### config.mk
export PLATFORM = sky130hd
export DESIGN_NAME = avf_counter_bank_flat
export DESIGN_NICKNAME = d
export VERILOG_FILES = /design/src/rtl/avf_counter_bank_pkg.sv /design/src/rtl/avf_counter_bank_if.sv /design/src/rtl/avf_counter_bank_lane.sv /design/src/rtl/avf_counter_bank.sv /design/src/flat_wrapper.sv
export SDC_FILE = /design/constraint.sdc
export NUM_CORES = 1
export LEC_CHECK = 0
export BUFFER_PORTS_ARGS = -buffer_cell sky130_fd_sc_hd__buf_2
export CAP_MARGIN = 0
export CORE_UTILIZATION = 35
export DETAILED_ROUTE_END_ITERATION = 12
export PLACE_DENSITY = 0.63
export REMOVE_ABC_BUFFERS = 1
export SLEW_MARGIN = 10
export SYNTH_ARGS = -nofsm -noshare
export SYNTH_HDL_FRONTEND = slang
export SYNTH_HIERARCHICAL = 1
export SYNTH_SLANG_ARGS = --single-unit
### constraint.sdc
create_clock -name clk -period 3.7 [get_ports clk]
set_clock_uncertainty 0.1 [all_clocks]
set_input_delay 0.37 -clock clk [delete_from_list [all_inputs] [get_ports clk]]
set_output_delay 0.37 -clock clk [all_outputs]
set_load 0.05 [all_outputs]
### src/rtl/avf_counter_bank_pkg.sv
// avfcl_pkg
// Shared definitions for the AVF event-counter bank:
//   - avf_mode_e : lane arithmetic mode (wrap modulo 2^WIDTH or clamp at all-ones)
//   - AVF_*      : default configuration constants
//   - avf_snap_t : snapshot record for the default configuration
package avfcl_pkg;

    typedef enum logic {
        AVF_WRAP = 1'b0,
        AVF_SAT  = 1'b1
    } avf_mode_e;

    localparam int AVF_NUM_CH  = 4;
    localparam int AVF_WIDTH   = 8;
    localparam int AVF_INC_W   = 3;
    localparam int AVF_EPOCH_W = 16;

    // Snapshot record for the default 4 x 8-bit configuration.
    typedef struct packed {
        logic [AVF_NUM_CH-1:0][AVF_WIDTH-1:0] count;
        logic [AVF_NUM_CH-1:0]                overflow;
    } avf_snap_t;

endpackage

### src/rtl/avf_counter_bank_if.sv
// avf_counter_bank_if
// Snapshot valid/ready channel between the counter bank and its collector.
//   snap_valid    : snapshot available (producer -> consumer)
//   snap_ready    : consumer accepts snapshot (consumer -> producer)
//   snap_count    : NUM_CH*WIDTH captured lane counts
//   snap_overflow : NUM_CH captured overflow flags
// Modports: master = counter bank, slave = collector.
interface avf_counter_bank_if
    import avfcl_pkg::*;
#(
    parameter int NUM_CH = AVF_NUM_CH,
    parameter int WIDTH  = AVF_WIDTH
);
    logic                      snap_valid;
    logic                      snap_ready;
    logic [NUM_CH*WIDTH-1:0]   snap_count;
    logic [NUM_CH-1:0]         snap_overflow;

    modport master (
        output snap_valid,
        output snap_count,
        output snap_overflow,
        input  snap_ready
    );

    modport slave (
        input  snap_valid,
        input  snap_count,
        input  snap_overflow,
        output snap_ready
    );
endinterface

### src/rtl/avf_counter_bank_lane.sv
// avf_counter_lane
// One counter lane: adder, optional saturation, sticky overflow and epoch reload.
//   clk, reset       : clock, synchronous active-high reset (loads i_seed)
//   i_enable         : advance this cycle
//   i_epoch_end      : reload i_seed instead of the updated value this cycle
//   i_inc            : unsigned increment (zero-extended)
//   i_seed           : reload / reset value
//   o_count          : live count
//   o_overflow       : sticky overflow for the current epoch
//   o_upd_count      : this cycle's post-update count (snapshot source)
//   o_upd_overflow   : this cycle's post-update overflow (snapshot source)
module avf_counter_lane
    import avfcl_pkg::*;
#(
    parameter int        WIDTH = AVF_WIDTH,
    parameter int        INC_W = AVF_INC_W,
    parameter avf_mode_e MODE  = AVF_WRAP
) (
    input  logic             clk,
    input  logic             reset,
    input  logic             i_enable,
    input  logic             i_epoch_end,
    input  logic [INC_W-1:0] i_inc,
    input  logic [WIDTH-1:0] i_seed,
    output logic [WIDTH-1:0] o_count,
    output logic             o_overflow,
    output logic [WIDTH-1:0] o_upd_count,
    output logic             o_upd_overflow
);
    logic [WIDTH-1:0] r_count;
    logic             r_overflow;
    logic [WIDTH:0]   w_sum;
    logic             w_carry;

    // One extra bit so the carry-out is visible for both modes.
    assign w_sum   = {1'b0, r_count} + (WIDTH+1)'(i_inc);
    assign w_carry = w_sum[WIDTH];

    always_comb begin
        o_upd_count = w_sum[WIDTH-1:0];
        if (MODE == AVF_SAT && w_carry) begin
            o_upd_count = '1;
        end
    end

    assign o_upd_overflow = r_overflow | w_carry;

    always_ff @(posedge clk) begin
        if (reset) begin
            r_count    <= i_seed;
            r_overflow <= 1'b0;
        end else if (i_enable) begin
            if (i_epoch_end) begin
                // Reload the bare seed; this cycle's increment went to the snapshot.
                r_count    <= i_seed;
                r_overflow <= 1'b0;
            end else begin
                r_count    <= o_upd_count;
                r_overflow <= o_upd_overflow;
            end
        end
    end

    assign o_count    = r_count;
    assign o_overflow = r_overflow;
endmodule

### src/rtl/avf_counter_bank.sv
// avf_counter_bank
// Multi-channel event-counter bank with an epoch timer that snapshots all lanes
// into a valid/ready register and re-seeds them.
//   clk, reset    : clock, synchronous active-high reset
//   enable        : lanes and epoch timer advance this cycle
//   increment     : per-lane increments, lane i at [i*INC_W +: INC_W]
//   reset_value   : per-lane seeds, used at reset and at every epoch end
//   epoch_len     : epoch length in enabled cycles, 0 disables snapshots
//   count         : live lane counts
//   overflow      : sticky per-lane overflow for the current epoch
//   snap          : snapshot channel (master side)
//   snap_dropped  : sticky, an epoch ended while the held snapshot was unaccepted
module avf_counter_bank
    import avfcl_pkg::*;
#(
    parameter int NUM_CH   = AVF_NUM_CH,
    parameter int WIDTH    = AVF_WIDTH,
    parameter int INC_W    = AVF_INC_W,
    parameter int EPOCH_W  = AVF_EPOCH_W,
    parameter int SATURATE = 0
) (
    input  logic                    clk,
    input  logic                    reset,
    input  logic                    enable,
    input  logic [NUM_CH*INC_W-1:0] increment,
    input  logic [NUM_CH*WIDTH-1:0] reset_value,
    input  logic [EPOCH_W-1:0]      epoch_len,
    output logic [NUM_CH*WIDTH-1:0] count,
    output logic [NUM_CH-1:0]       overflow,
    avf_counter_bank_if.master      snap,
    output logic                    snap_dropped
);
    localparam avf_mode_e LANE_MODE = (SATURATE != 0) ? AVF_SAT : AVF_WRAP;

    logic [EPOCH_W-1:0]      r_timer;
    logic                    r_snap_valid;
    logic [NUM_CH*WIDTH-1:0] r_snap_count;
    logic [NUM_CH-1:0]       r_snap_overflow;
    logic                    r_snap_dropped;

    logic                    w_epoch_end;
    logic                    w_xfer;
    logic                    w_snap_load;
    logic [NUM_CH*WIDTH-1:0] w_upd_count;
    logic [NUM_CH-1:0]       w_upd_overflow;

    genvar gi;
    generate
        for (gi = 0; gi < NUM_CH; gi++) begin : g_lane
            avf_counter_lane #(
                .WIDTH (WIDTH),
                .INC_W (INC_W),
                .MODE  (LANE_MODE)
            ) u_lane (
                .clk            (clk),
                .reset          (reset),
                .i_enable       (enable),
                .i_epoch_end    (w_epoch_end),
                .i_inc          (increment[gi*INC_W +: INC_W]),
                .i_seed         (reset_value[gi*WIDTH +: WIDTH]),
                .o_count        (count[gi*WIDTH +: WIDTH]),
                .o_overflow     (overflow[gi]),
                .o_upd_count    (w_upd_count[gi*WIDTH +: WIDTH]),
                .o_upd_overflow (w_upd_overflow[gi])
            );
        end
    endgenerate

    assign w_epoch_end = enable && (epoch_len != '0) && (r_timer == epoch_len - EPOCH_W'(1));
    assign w_xfer      = r_snap_valid && snap.snap_ready;
    // A new snapshot lands if the register is empty or is being drained this edge.
    assign w_snap_load = w_epoch_end && (!r_snap_valid || snap.snap_ready);

    always_ff @(posedge clk) begin
        if (reset) begin
            r_timer <= '0;
        end else if (enable && (epoch_len != '0)) begin
            // A timer beyond a shortened epoch_len just wraps at 2^EPOCH_W.
            r_timer <= w_epoch_end ? '0 : r_timer + EPOCH_W'(1);
        end
    end

    always_ff @(posedge clk) begin
        if (reset) begin
            r_snap_valid    <= 1'b0;
            r_snap_count    <= '0;
            r_snap_overflow <= '0;
            r_snap_dropped  <= 1'b0;
        end else begin
            if (w_snap_load) begin
                r_snap_valid    <= 1'b1;
                r_snap_count    <= w_upd_count;
                r_snap_overflow <= w_upd_overflow;
            end else if (w_xfer) begin
                r_snap_valid    <= 1'b0;
            end
            if (w_epoch_end && r_snap_valid && !snap.snap_ready) begin
                r_snap_dropped <= 1'b1;
            end
        end
    end

    assign snap.snap_valid    = r_snap_valid;
    assign snap.snap_count    = r_snap_count;
    assign snap.snap_overflow = r_snap_overflow;
    assign snap_dropped       = r_snap_dropped;
endmodule

### src/flat_wrapper.sv
// flat-port wrapper written by rule: the top's interface ports become plain ports
module avf_counter_bank_flat import avfcl_pkg::*;
#(
    parameter int NUM_CH   = AVF_NUM_CH,
    parameter int WIDTH    = AVF_WIDTH,
    parameter int INC_W    = AVF_INC_W,
    parameter int EPOCH_W  = AVF_EPOCH_W,
    parameter int SATURATE = 0
)
  (clk, reset, enable, increment, reset_value, epoch_len, count, overflow, snap_dropped, snap_snap_valid, snap_snap_count, snap_snap_overflow, snap_snap_ready);
  avf_counter_bank_if #(.NUM_CH(NUM_CH), .WIDTH(WIDTH)) snap_i ();
  input  logic clk;
  input  logic reset;
  input  logic enable;
  input  logic [NUM_CH*INC_W-1:0] increment;
  input  logic [NUM_CH*WIDTH-1:0] reset_value;
  input  logic [EPOCH_W-1:0] epoch_len;
  output logic [NUM_CH*WIDTH-1:0] count;
  output logic [NUM_CH-1:0] overflow;
  output logic snap_dropped;
  output wire logic [$bits(snap_i.snap_valid)-1:0] snap_snap_valid;
  output wire logic [$bits(snap_i.snap_count)-1:0] snap_snap_count;
  output wire logic [$bits(snap_i.snap_overflow)-1:0] snap_snap_overflow;
  input wire logic [$bits(snap_i.snap_ready)-1:0] snap_snap_ready;
  assign snap_snap_valid = snap_i.snap_valid;
  assign snap_snap_count = snap_i.snap_count;
  assign snap_snap_overflow = snap_i.snap_overflow;
  assign snap_i.snap_ready = snap_snap_ready;
  avf_counter_bank #(.NUM_CH(NUM_CH), .WIDTH(WIDTH), .INC_W(INC_W), .EPOCH_W(EPOCH_W), .SATURATE(SATURATE)) u_core (.clk(clk), .reset(reset), .enable(enable), .increment(increment), .reset_value(reset_value), .epoch_len(epoch_len), .count(count), .overflow(overflow), .snap(snap_i), .snap_dropped(snap_dropped));
endmodule
* Yosys cells after proc, flatten, opt, wreduce, memory -nomap -nowiden
Index checks and enable logic that the tools add are counted.
** Operators by class
- Eq/ne operators :: 1
- Reductions and logical operators :: 12
- Multiplexer cells :: 19
- Bitwise operators :: 4
- Add/sub/neg operators :: 6
** Operator list (number)
- $mux W8 :: 12
- $add A8 B3 Y9 :: 4
- $add A16 B1 Y16 const B :: 1
- $eq A16 B16 Y1 :: 1
- $mux W16 :: 1
- $reduce_bool A16 Y1 :: 1
- $sub A16 B1 Y16 const B :: 1
- $logic_and A1 B1 Y1 :: 6
- $mux W1 :: 6
- $or A1 B1 Y1 :: 4
- $reduce_bool A2 Y1 :: 2
- $logic_not A1 Y1 :: 2
- $logic_or A1 B1 Y1 :: 1
** Word-level totals
- Bits in registers :: 90
- Output and inout bits :: 74
- Logic and storage cells :: 55

* Longest topological paths before layout
- Depth after elaboration :: 6
- Mapped depth :: 12

* Cells and area by module
The synthesis kept the hierarchy.
** By module, submodules not included
- avf_counter_lane :: area an instance 681.9 µm², seq. area each 260.2 µm², times used 4, cells an instance 74
- avf_counter_bank :: area an instance 2650.0 µm², seq. area each 1081.0 µm², times used 1, cells an instance 284

* Worst setup path after synthesis
OpenSTA, ideal clock, no wires.
- Path kind :: input to register
- Start point :: in epoch_len[6]
- End point :: reg u_core.g_lane[0].u_lane.r_count[3] (data pin)
- Cell stages on the path :: 10
- Data required time :: 3.334 ns
- Setup slack :: 0.349 ns
- Data arrival time :: 2.985 ns
- Path through :: buf_2 or4_1 or4_1 xnor2_1 nand3_1 nor4_4 or2_0 clkbuf_2 or4_1 o211ai_1
** On the way
- Cells in the longest elaborated chain, start to end :: 6
- Elaborated cells between the ends (all ways) :: 8
- Classes of those cells :: add/sub: 1; eq/ne: 1; mux: 3; reduce/logical: 3
** RTL lines
- start: declaration :: line flat_wrapper.sv:17 : input logic [EPOCH_W-1:0] epoch_len;
- $sub A16 B1 Y16 or $reduce_bool A16 Y1 (tied branches) :: line avf_counter_bank.sv:69 : assign w_epoch_end = enable && (epoch_len != '0) && (r_timer == epoch_len - EPOCH_W'(1));
- $eq A16 B16 Y1 or $logic_and A1 B1 Y1 (tied branches) :: line avf_counter_bank.sv:69
- $logic_and A1 B1 Y1 (*) :: line avf_counter_bank.sv:69
- named net u_core.w_epoch_end :: line avf_counter_bank.sv:41 : logic w_epoch_end;
- $mux W8 (*) :: line avf_counter_bank_lane.sv:53 : if (i_epoch_end) begin
- $mux W8 (*) :: line avf_counter_bank_lane.sv:52 : end else if (i_enable) begin
- $mux W8 (*) :: line avf_counter_bank_lane.sv:49 : if (reset) begin
- end signal: assignment :: line avf_counter_bank_lane.sv:50 : r_count <= i_seed;
- end signal: assignment :: line avf_counter_bank_lane.sv:55 : r_count <= i_seed;
- end signal: assignment :: line avf_counter_bank_lane.sv:58 : r_count <= o_upd_count;
- end: declaration :: line avf_counter_bank_lane.sv:30 : logic [WIDTH-1:0] r_count;
Mark *: on every way through the listed nets, which the timed path passes. The rest lies on a longest branch. The select of a mux whose other input is x is not followed.
A chain may end at the register's enable or synchronous reset.

* Final worst setup path
- Start point :: in epoch_len[0]
- End point :: reg u_core.g_lane[2].u_lane.r_count[1] (data pin)
** On the way
- Cells in the longest elaborated chain, start to end :: 6
- Elaborated cells between the ends (all ways) :: 8
- Classes of those cells :: add/sub: 1; eq/ne: 1; mux: 3; reduce/logical: 3
** RTL lines (line)
- $sub A16 B1 Y16 or $reduce_bool A16 Y1 (tied branches) :: avf_counter_bank.sv:69
- $eq A16 B16 Y1 or $logic_and A1 B1 Y1 (tied branches) :: avf_counter_bank.sv:69
- $logic_and A1 B1 Y1 (*) :: avf_counter_bank.sv:69
- named net u_core.w_epoch_end :: avf_counter_bank.sv:41
- $mux W8 (*) :: avf_counter_bank_lane.sv:53
- $mux W8 (*) :: avf_counter_bank_lane.sv:52
- $mux W8 (*) :: avf_counter_bank_lane.sv:49
- end signal: assignment :: avf_counter_bank_lane.sv:50
- end signal: assignment :: avf_counter_bank_lane.sv:55
- end signal: assignment :: avf_counter_bank_lane.sv:58
- end: declaration :: avf_counter_bank_lane.sv:30
Marks and branches as above.

==> results.yml <==
placed_design:
  placed_area_um2: 6190
  numPortBuffers: 137
  gp_congestion: 0.914
  post-place-ws_ps: 314
  dp_hpwl_um: 10600
synthesis:
  ys_types: 54
  synthArstFlopShare_pct: 0
  ys_seq_area_share_pct: 39.5
  syn_inst: 580
  netlist_area_um2: 5380
  synth_seq_cells: 90
  yosys_warnings: 6
  synth_area_per_cell_um2: 9.27
  synth-edff-count: 32
  synth_ff_type: "dfxtp_1"
detailed_routing:
  firstDrtPassIters: 5
  drt_iter0_drc: 365
  routedWlPerCell_um: 15.6
  ant_nets: 0
  viasPerCell: 5.29
  route.vias.total: 4773
  finalWirelength_um: 14000
  drc_errors: 0
setup_path:
  startpoint_type: "input pin"
  cp_max_fo: 13
  cp.required_ps: 3680
  slowest_delay_ps: 530
  critical_path_class: "in2reg"
  cp.arrival_ps: 3060
  cp_cell_sequence: "buf_2, or4_1, or3_1, a222oi_1, nand4_1, nor4_4, buf_4, or2_0, buf_4, o21ai_0"
  ff2ff_path_depth: 9
  cpMostUsedCell: "buf_4"
  slowest_stage: "or4_1"
  end_kind: "flip-flop"
clocking:
  cts_tree: "built"
  root_buffer: "clkbuf_16"
  cts_setup_buffers: 0
  clock_latency_ps: 340
  cts_sinks: 90
  numCtsBuffers: 9
  path_clk_slew_ps: 60
  cts_resized: 0
  h-tree-depth: 3
  ctsHoldBuffers: 0
  cts_max_path_buffers: 2
die:
  start_util_pct: 36.4
  die_h_um: 126
  num_rows: 44
  die_x_um: 126
  die_area_um2: 15900
  ios: 138
  core_area_um2: 14800
timing:
  rsz0062_at_grt: "false"
  period_minus_slack_ps: 3090
  period_share_pct: 83.4
  setup_viol: 0
  max_freq_mhz: 324
  fin_ws_ps: 614
  whs_ps: 205
  max_slew_margin_pct: 42.1
  drv_slew: 0
  finalHoldViolations: 0
  max_slew.worst_pin.slew_ps: 868
finish:
  nets: 797
  num_antenna_cells: 0
  syn2layout_area_growth_pct: 19.8
  drive_above_1_share_pct: 25.5
  layout_common_cells: "137 x buf_2, 85 x nor2_1, 71 x nand2_1"
  finalInstanceArea_um2: 6440
  final_common_cell: "buf_2"
grt:
  grt_max_degree: 49
  grt_pass1_vias: 4586
  globalRouteTotalUtil_pct: 18.1
  antenna_found_initial: 0
  grt_pass1_wl_um: 22900
  globalRouteOverflowTotal: 0
outcome:
  status: "complete, no violations"
pwr:
  report.power.total_mw: 2.65
  ir_worst_vdd_uv: 214
  p_leak_nw: 2.64
  power_density_nw_per_um2: 411
hold_path:
  worstHoldPathCells: 3
  min_path_type: "in2reg"
flow_run:
  maxCapViolCount: 0
-- per-stage QoR --
step                      setup TNS, ps  utilization (%)  instances
after floorplan                  -55580                -        555
after global placement                0             41.9        887
after detailed placement              0             41.9        887
after CTS                             0             43.7        903
after global routing                  0             43.7        903
final                                 0             43.7        903
-- layout make-up --
class | count | area (um^2)
multi-input cells | 439 | 2960
clock inverters | 4 | 20.0
flip-flops and latches | 90 | 2120
repair buffers | 148 | 781
clock buffers | 12 | 236
inverters | 26 | 97.6
fillers | 1461 | 8310
well taps | 184 | 230
-- kinds of logic after synthesis --
family | after synthesis | synth area share, %
AO/OA/AOI/OAI | 92 | 13.1
XOR/XNOR | 51 | 8.31
adder cells (fa/ha/maj) | 19 | 4.98
buffers and inverters | 51 | 5.72
flip-flops | 90 | 39.5
multiplexers | 36 | 6.70
AND/OR/NAND/NOR | 241 | 21.7
-- registers in the layout, summed over array words and instances (netlist names) --
name	cells
u_core/g_lane.u_lane/o_count	32
u_core/snap.snap_valid	1
u_core/g_lane.u_lane/o_overflow	4
u_core/r_timer	16
u_core/snap_dropped	1
u_core/snap.snap_overflow	4
u_core/snap.snap_count	32
-- critical path, delay by kind of cell --
| kind | cells | cell delay, ps |
|---|---|---|
| and+or+nand+nor | 5 | 1740 |
| AOI/OAI and AO/OA | 2 | 390 |
| buffers and inverters | 3 | 560 |
-- cells in the mapped netlist (5+ instances only) --
| library cell | count | area share [%] |
|---|---|---|
| nand3_1 | 8 | 0.74 |
| or4_1 | 8 | 1.1 |
| o211ai_1 | 24 | 3.4 |
| buf_6 | 6 | 1.3 |
| and2_1 | 5 | 0.58 |
| a31oi_1 | 9 | 1.0 |
| xnor2_1 | 26 | 4.2 |
| and3_1 | 7 | 0.81 |
| nor2_1 | 85 | 5.9 |
| or3_1 | 5 | 0.58 |
| mux2i_1 | 36 | 6.7 |
| or4_4 | 5 | 1.0 |
| o2111ai_1 | 5 | 0.81 |
| nand4_1 | 11 | 1.3 |
| nor3_1 | 10 | 0.93 |
| clkbuf_1 | 6 | 0.42 |
| nand2_1 | 71 | 5.0 |
| or2_2 | 5 | 0.58 |
| edfxtp_1 | 32 | 18 |
| xor2_1 | 25 | 4.1 |
| inv_1 | 26 | 1.8 |
| ha_1 | 15 | 3.5 |
| dfxtp_1 | 58 | 22 |
| o21ai_0 | 18 | 1.7 |
| o21a_1 | 8 | 1.1 |
-- routing by layer --
metal / global-route usage (%) / up-vias / routed length, um
met5: 0 / - / 0
met2: 30.0 / 175 / 6680
met1: 23.0 / 2244 / 6250
li1: - / 2331 / -
met4: 5.74 / 0 / 208
met3: 4.72 / 23 / 902
-- power breakdown --
group	switching, mW	internal [mW]	total, mW	leakage, nW
clock	0.361	0.451	0.812	0.130
combinational	0.455	0.219	0.675	1.72
sequential	0.0701	1.09	1.16	0.796
-- final timing paths --
| kind | start | end | slack, ps |
|---|---|---|---|
| max | epoch_len[0] | u_core/g_lane[2].u_lane/o_count[1] | 610 |
| min | reset_value[0] | u_core/g_lane[0].u_lane/o_count[0] | 210 |
| max reg2reg | u_core/r_timer[5] | u_core/g_lane[2].u_lane/o_count[1] | 700 |
| min reg2reg | u_core/snap.snap_count[22] | u_core/snap.snap_count[22] | 390 |
No activity file was read; power rests on OpenSTA's default activity.
